### config.mk
export PLATFORM = sky130hd
export DESIGN_NAME = pipe_hazard_ctrl
export DESIGN_NICKNAME = d
export VERILOG_FILES = /design/src/rtl/pipe_hazard_ctrl.sv
export SDC_FILE = /design/constraint.sdc
export NUM_CORES = 1
export LEC_CHECK = 0
export ABC_AREA = 1
export CAP_MARGIN = 10
export CORE_ASPECT_RATIO = 1.1
export CORE_MARGIN = 2
export CORE_UTILIZATION = 45
export CTS_BUF_LIST = sky130_fd_sc_hd__clkbuf_4 sky130_fd_sc_hd__clkbuf_8
export DETAILED_ROUTE_END_ITERATION = 8
export PLACE_DENSITY = 0.72
export SKIP_LAST_GASP = 1
export SLEW_MARGIN = 10
export SYNTH_ARGS = -nofsm -noshare
export SYNTH_HDL_FRONTEND = slang
export SYNTH_SLANG_ARGS = --single-unit
### constraint.sdc
create_clock -name clk -period 2 [get_ports clk]
set_input_delay 0.4 -clock clk [delete_from_list [all_inputs] [get_ports clk]]
set_output_delay 0.4 -clock clk [all_outputs]
set_load 0.1 [all_outputs]
### src/rtl/pipe_hazard_ctrl.sv
// rtl/pipe_hazard_ctrl.sv - pipeline register enable/flush sequencer for load-use, branch and dmem-wait hazards
module pipe_hazard_ctrl #(
  parameter int TIMEOUT_CYCLES = 64,
  parameter int CNT_W          = 16
) (
  input  logic             clk,
  input  logic             reset,
  input  logic [4:0]       id_rs1,
  input  logic [4:0]       id_rs2,
  input  logic [4:0]       ex_rd,
  input  logic             ex_memread,
  input  logic             ex_branch_tkn,
  input  logic             mem_access,
  input  logic             dmem_ack,
  output logic             pc_en,
  output logic             if_id_en,
  output logic             if_id_flush,
  output logic             id_ex_en,
  output logic             id_ex_flush,
  output logic             ex_mem_en,
  output logic             mem_wb_en,
  output logic             mem_wb_flush,
  output logic             dmem_req,
  output logic             mem_err,
  output logic [CNT_W-1:0] stall_cnt,
  output logic [CNT_W-1:0] flush_cnt
);

  typedef enum logic [1:0] {RUN, MEM_WAIT, ERR} state_t;

  localparam logic [7:0]       WAIT_LAST = 8'(TIMEOUT_CYCLES - 1);
  localparam logic [CNT_W-1:0] CNT_MAX   = {CNT_W{1'b1}};

  state_t     state;
  logic [7:0] wait_cnt;
  logic       lu;
  logic       mst;
  logic       freeze;
  logic       run_dec;

  assign lu  = ex_memread && (ex_rd != 5'd0) && ((ex_rd == id_rs1) || (ex_rd == id_rs2));
  assign mst = mem_access && !dmem_ack;

  always_comb begin
    freeze       = 1'b0;
    run_dec      = 1'b0;
    pc_en        = 1'b1;
    if_id_en     = 1'b1;
    if_id_flush  = 1'b0;
    id_ex_en     = 1'b1;
    id_ex_flush  = 1'b0;
    ex_mem_en    = 1'b1;
    mem_wb_en    = 1'b1;
    mem_wb_flush = 1'b0;
    dmem_req     = 1'b0;
    mem_err      = 1'b0;
    if (!reset) begin
      pc_en        = 1'b0;
      if_id_en     = 1'b0;
      id_ex_en     = 1'b0;
      ex_mem_en    = 1'b0;
      mem_wb_en    = 1'b0;
      if_id_flush  = 1'b1;
      id_ex_flush  = 1'b1;
      mem_wb_flush = 1'b1;
    end else begin
      case (state)
        RUN: begin
          dmem_req = mem_access;
          freeze   = mst;
          run_dec  = !mst;
        end
        MEM_WAIT: begin
          dmem_req = 1'b1;
          freeze   = !dmem_ack;
          run_dec  = dmem_ack;
        end
        default: begin
          pc_en     = 1'b0;
          if_id_en  = 1'b0;
          id_ex_en  = 1'b0;
          ex_mem_en = 1'b0;
          mem_wb_en = 1'b0;
          mem_err   = 1'b1;
        end
      endcase
      // MEM/WB keeps loading during a freeze so the stalled access retires as a bubble
      if (freeze) begin
        pc_en        = 1'b0;
        if_id_en     = 1'b0;
        id_ex_en     = 1'b0;
        ex_mem_en    = 1'b0;
        mem_wb_flush = 1'b1;
      end
      // Branch squashes ID, so a load-use on that instruction is moot
      if (run_dec) begin
        if (ex_branch_tkn) begin
          if_id_flush = 1'b1;
          id_ex_flush = 1'b1;
        end else if (lu) begin
          pc_en       = 1'b0;
          if_id_en    = 1'b0;
          id_ex_flush = 1'b1;
        end
      end
    end
  end

  always_ff @(posedge clk or negedge reset) begin
    if (!reset) begin
      state     <= RUN;
      wait_cnt  <= 8'd0;
      stall_cnt <= '0;
      flush_cnt <= '0;
    end else begin
      case (state)
        RUN: begin
          if (mst) begin
            state    <= MEM_WAIT;
            wait_cnt <= 8'd1;
          end
        end
        MEM_WAIT: begin
          if (dmem_ack) begin
            state <= RUN;
          end else if (wait_cnt == WAIT_LAST) begin
            state <= ERR;
          end else begin
            wait_cnt <= wait_cnt + 8'd1;
          end
        end
        default: state <= ERR;
      endcase
      if (!pc_en && (stall_cnt != CNT_MAX)) begin
        stall_cnt <= stall_cnt + 1'b1;
      end
      if (run_dec && if_id_flush && (flush_cnt != CNT_MAX)) begin
        flush_cnt <= flush_cnt + 1'b1;
      end
    end
  end

endmodule
==> run summary <==
==================================================================================
Fillers                                                                        553
Fin Clk Skew                                                               13.4 ps
Total inserted antenna cells                                                     0
Number of enable flip-flop cells after synthesis                                 0
Number of storage elements in the synthesis netlist                             42
Final critical path time including I/O delays and setup                    1930 ps
Utilization after layout                                                     0.614
Number of DRC markers in iteration 0                                            88
Layout cell share with drive strength beyond 1                               0.292
Die X-Extent                                                               79.8 um
Required time at the worst-slack endpoint                                  1600 ps
Number of distinct library cells after synthesis                                36
Leakage                                                                    1.86 nW
Detail-routed net length per standard cell                                 12.3 um
Clock tree from TritonCTS                                                     done
Buffer type at the clock tree root                                    sky130_fd_sc_hd__clkbuf_8
Area leader, netlist                                                  sky130_fd_sc_hd__dfrtp_1
Power density normalized to cell area                                  418 mW/mm^2
Number of detailed-routing iterations run before antenna repair                  4
Element type at the critical path end                                 primary output
Critical path data arrival time                                            1530 ps
Global router's overall resource usage                                       0.203
Capture instance of the worst register-to-register path               stall_cnt[11]$_DFFE_PN0P_
Cell Rows                                                                       30
TritonCTS sink count                                                            42
Final-report max-slew violation count                                            0
Yosys top cell area share                                                    0.369
Type of the setup path with the least slack                              in -> out
Port Buf Inserts                                                                62
Initial Utilization                                                          0.462
Maximum fanout along the worst path                                              2
Hpwl dp                                                                    5190 um
Cell Area, Synth                                                      0.00285 mm^2
Synthesized instance count                                                     376
Critical path origin                                                    ex_memread
Synth warnings                                                                   0
Maximum vdd ir drop                                                     0.000374 V
Max-cap check violation count                                                    0
IO Pins                                                                         63
Area of all placed cells without fillers                              0.00378 mm^2
Number of cells on the worst reg-to-reg path                                     7
Path type of the worst min-delay path                                  in -> async
Syn avg cell area                                                        7.57 um^2
Sort of element at the start of the critical path                       input port
Number of cells in the design after placement                                  522
Result of the run                                                     finished clean
Largest cells by area after synthesis                                 sky130_fd_sc_hd__dfrtp_1 37%, sky130_fd_sc_hd__nand2_1 15%, sky130_fd_sc_hd__xor2_1 6.8%
Setup TNS Final                                                               0 ps
Final setup vio count                                                            0
Unrepaired setup endpoints after global routing                                 no
Share of the yosys chip area belonging to registers                          0.369
Overall die area                                                      0.00698 mm^2
Async S/R FF share, synth                                                     1.00
Most frequent cell after synthesis                                    sky130_fd_sc_hd__nand2_1
Wire length after detailed routing                                         6570 um
Average vias per placed instance                                              4.96
Rel. slew slack                                                              0.683
DRC                                                                              0
Vertical die dimension                                                     87.4 um
Number of hold violations in the final report                                    0
Placeable core area                                                   0.00616 mm^2
Most used flip-flop cell after synthesis                              sky130_fd_sc_hd__dfrtp_1
Count of vias placed by the detailed router                                   2637
Clock latency reported for the late side of the worst-skew pair             290 ps
Level count of the clock H-tree                                                  2
GPL Wtd Cong                                                                 0.913
Post-route fraction of the period consumed by the critical path              0.964
Antenna Violating Nets Remaining                                                 0
Achievable frequency                                                       519 MHz
CTS Buf Count                                                                    5
Worst reg2reg startpoint                                              stall_cnt[0]$_DFFE_PN0P_
FF-to-FF setup slack                                                        250 ps
Most frequent cells after synthesis                                   110 x sky130_fd_sc_hd__nand2_1, 44 x sky130_fd_sc_hd__inv_1, 42 x sky130_fd_sc_hd__dfrtp_1, 34 x sky130_fd_sc_hd__nand3_1, 22 x sky130_fd_sc_hd__xor2_1
Via count of the first global-routing pass                                    2560
Signed area change from the synthesized netlist to the final layout          32.8%
Actual slew at the worst max-slew pin                                       471 ps
Final cell count without fillers                                               532
Number of buffers on the longest clock path                                      2
Last element of the critical path                                            pc_en
Pin count of the biggest net entering global routing                            29
First-pass GRT wire length                                                11400 um
Reg clk slew, reported paths                                                 80 ps
Placed standard-cell area                                             0.00370 mm^2
Count of hold buffers inserted by post-cts repair                                0
Total grt overflow                                                               0
Net total in the final layout                                                  475
Number of antenna violations at the first check in global routing                0
Net Count, Synth                                                               400
==================================================================================
## layout by cell type (no fill, tap or decap), types with 3 or more instances in the layout
cell type	netlist	final
sky130_fd_sc_hd__nand2_1	110	109
sky130_fd_sc_hd__inv_1	44	42
sky130_fd_sc_hd__buf_4	4	41
sky130_fd_sc_hd__nand3_1	34	34
sky130_fd_sc_hd__dfrtp_1	42	29
sky130_fd_sc_hd__xor2_1	22	22
sky130_fd_sc_hd__buf_12	0	15
sky130_fd_sc_hd__inv_2	13	14
sky130_fd_sc_hd__nor2_1	15	14
sky130_fd_sc_hd__dfrtp_2	0	13
sky130_fd_sc_hd__nor3_1	12	12
sky130_fd_sc_hd__nand4_1	10	10
sky130_fd_sc_hd__xnor2_1	8	8
sky130_fd_sc_hd__o21ai_1	7	8
sky130_fd_sc_hd__clkbuf_2	0	7
sky130_fd_sc_hd__o21ai_0	8	6
sky130_fd_sc_hd__clkdlybuf4s15_1	0	6
sky130_fd_sc_hd__nor2_2	5	5
sky130_fd_sc_hd__o31ai_1	5	5
sky130_fd_sc_hd__clkbuf_8	0	5
sky130_fd_sc_hd__nand3_2	4	4
sky130_fd_sc_hd__dlygate4sd2_1	0	4
sky130_fd_sc_hd__nand2_4	2	3
sky130_fd_sc_hd__nor2_4	2	3
sky130_fd_sc_hd__nor3_4	3	3
sky130_fd_sc_hd__ha_1	3	3
sky130_fd_sc_hd__clkbuf_4	0	3
## per-layer routing
metal	vias to the layer above	track usage	share of wire
li1	1349	-	-
met1	1220	0.261	0.44
met2	61	0.358	0.51
met3	7	0.0363	0.042
met4	0	0.0431	0.0072
met5	-	0	0
## where the power goes
group	switching, mW	total [mW]	internal [mW]	leakage, nW
registers	0	0.848	0.848	0.511
clock network	0.288	0.577	0.289	0.0498
logic	0.0932	0.153	0.0599	1.30
total	0.381	1.58	1.20	1.86
## worst max-delay path, stage by stage
cell	delay, ps
sky130_fd_sc_hd__clkdlybuf4s50_1	450
sky130_fd_sc_hd__o21ai_0	70
sky130_fd_sc_hd__inv_1	90
sky130_fd_sc_hd__nand3_2	100
sky130_fd_sc_hd__nand2_4	100
sky130_fd_sc_hd__clkinvlp_4	130
sky130_fd_sc_hd__buf_12	190
## how the worst min path moves through the flow
| stage | depth (start not counted) | startpoint | to |
|---|---|---|---|
| after floorplan | 0 | reset | flush_cnt[0]$_DFFE_PN0P_ |
| after global placement | 2 | reset | state[1]$_DFFE_PN0P_ |
| after detailed placement | 2 | reset | wait_cnt[5]$_DFFE_PN0P_ |
| after CTS | 2 | reset | wait_cnt[5]$_DFFE_PN0P_ |
| after global routing | 2 | reset | wait_cnt[5]$_DFFE_PN0P_ |
| final | 2 | reset | wait_cnt[6]$_DFFE_PN0P_ |
## through the flow
step | worst slack [ps] | hold slack (ps) | total power, mW
2_1_floorplan | -564 | 104 | 0.934
3_3_place_gp | -252 | 463 | 1.03
3_5_place_dp | -293 | 470 | 1.03
4_1_cts | 3.01 | 168 | 1.60
5_1_grt | 2.80 | 169 | 1.64
6_report | 72.1 | 159 | 1.58
## cells by family (layout without fill, tap and decap cells)
group | Yosys count | in the layout | share of synthesized area
compound gates | 26 | 26 | 0.0581
fa+ha+maj | 3 | 3 | 0.0132
mux | 1 | 1 | 0.00396
buf+inv | 65 | 141 | 0.0994
simple gates | 209 | 209 | 0.364
flops | 42 | 42 | 0.369
xor+xnor | 30 | 30 | 0.0923
## repair_timing
item                                    in CTS  in global routing
gates resized for setup                     21                 21
setup buffers                                2                  0
endpoints found under the setup margin       6                  3
pin swaps                                   11                  8
## state kept, by name (all words and copies together) (netlist names)
register,flops
wait_cnt,8
stall_cnt,16
flush_cnt,16
state,2
## layout make-up
class | instances | area (um^2) | share of cell area
Multi-Input combinational cell | 269 | 1540 | 0.407
Inverter | 57 | 218 | 0.0576
Timing Repair Buffer | 76 | 763 | 0.202
Clock buffer | 8 | 91.3 | 0.0242
Sequential cell | 42 | 1070 | 0.282
Tap cell | 80 | 100 | 0.0265
No activity file was read; power rests on OpenSTA's default activity.
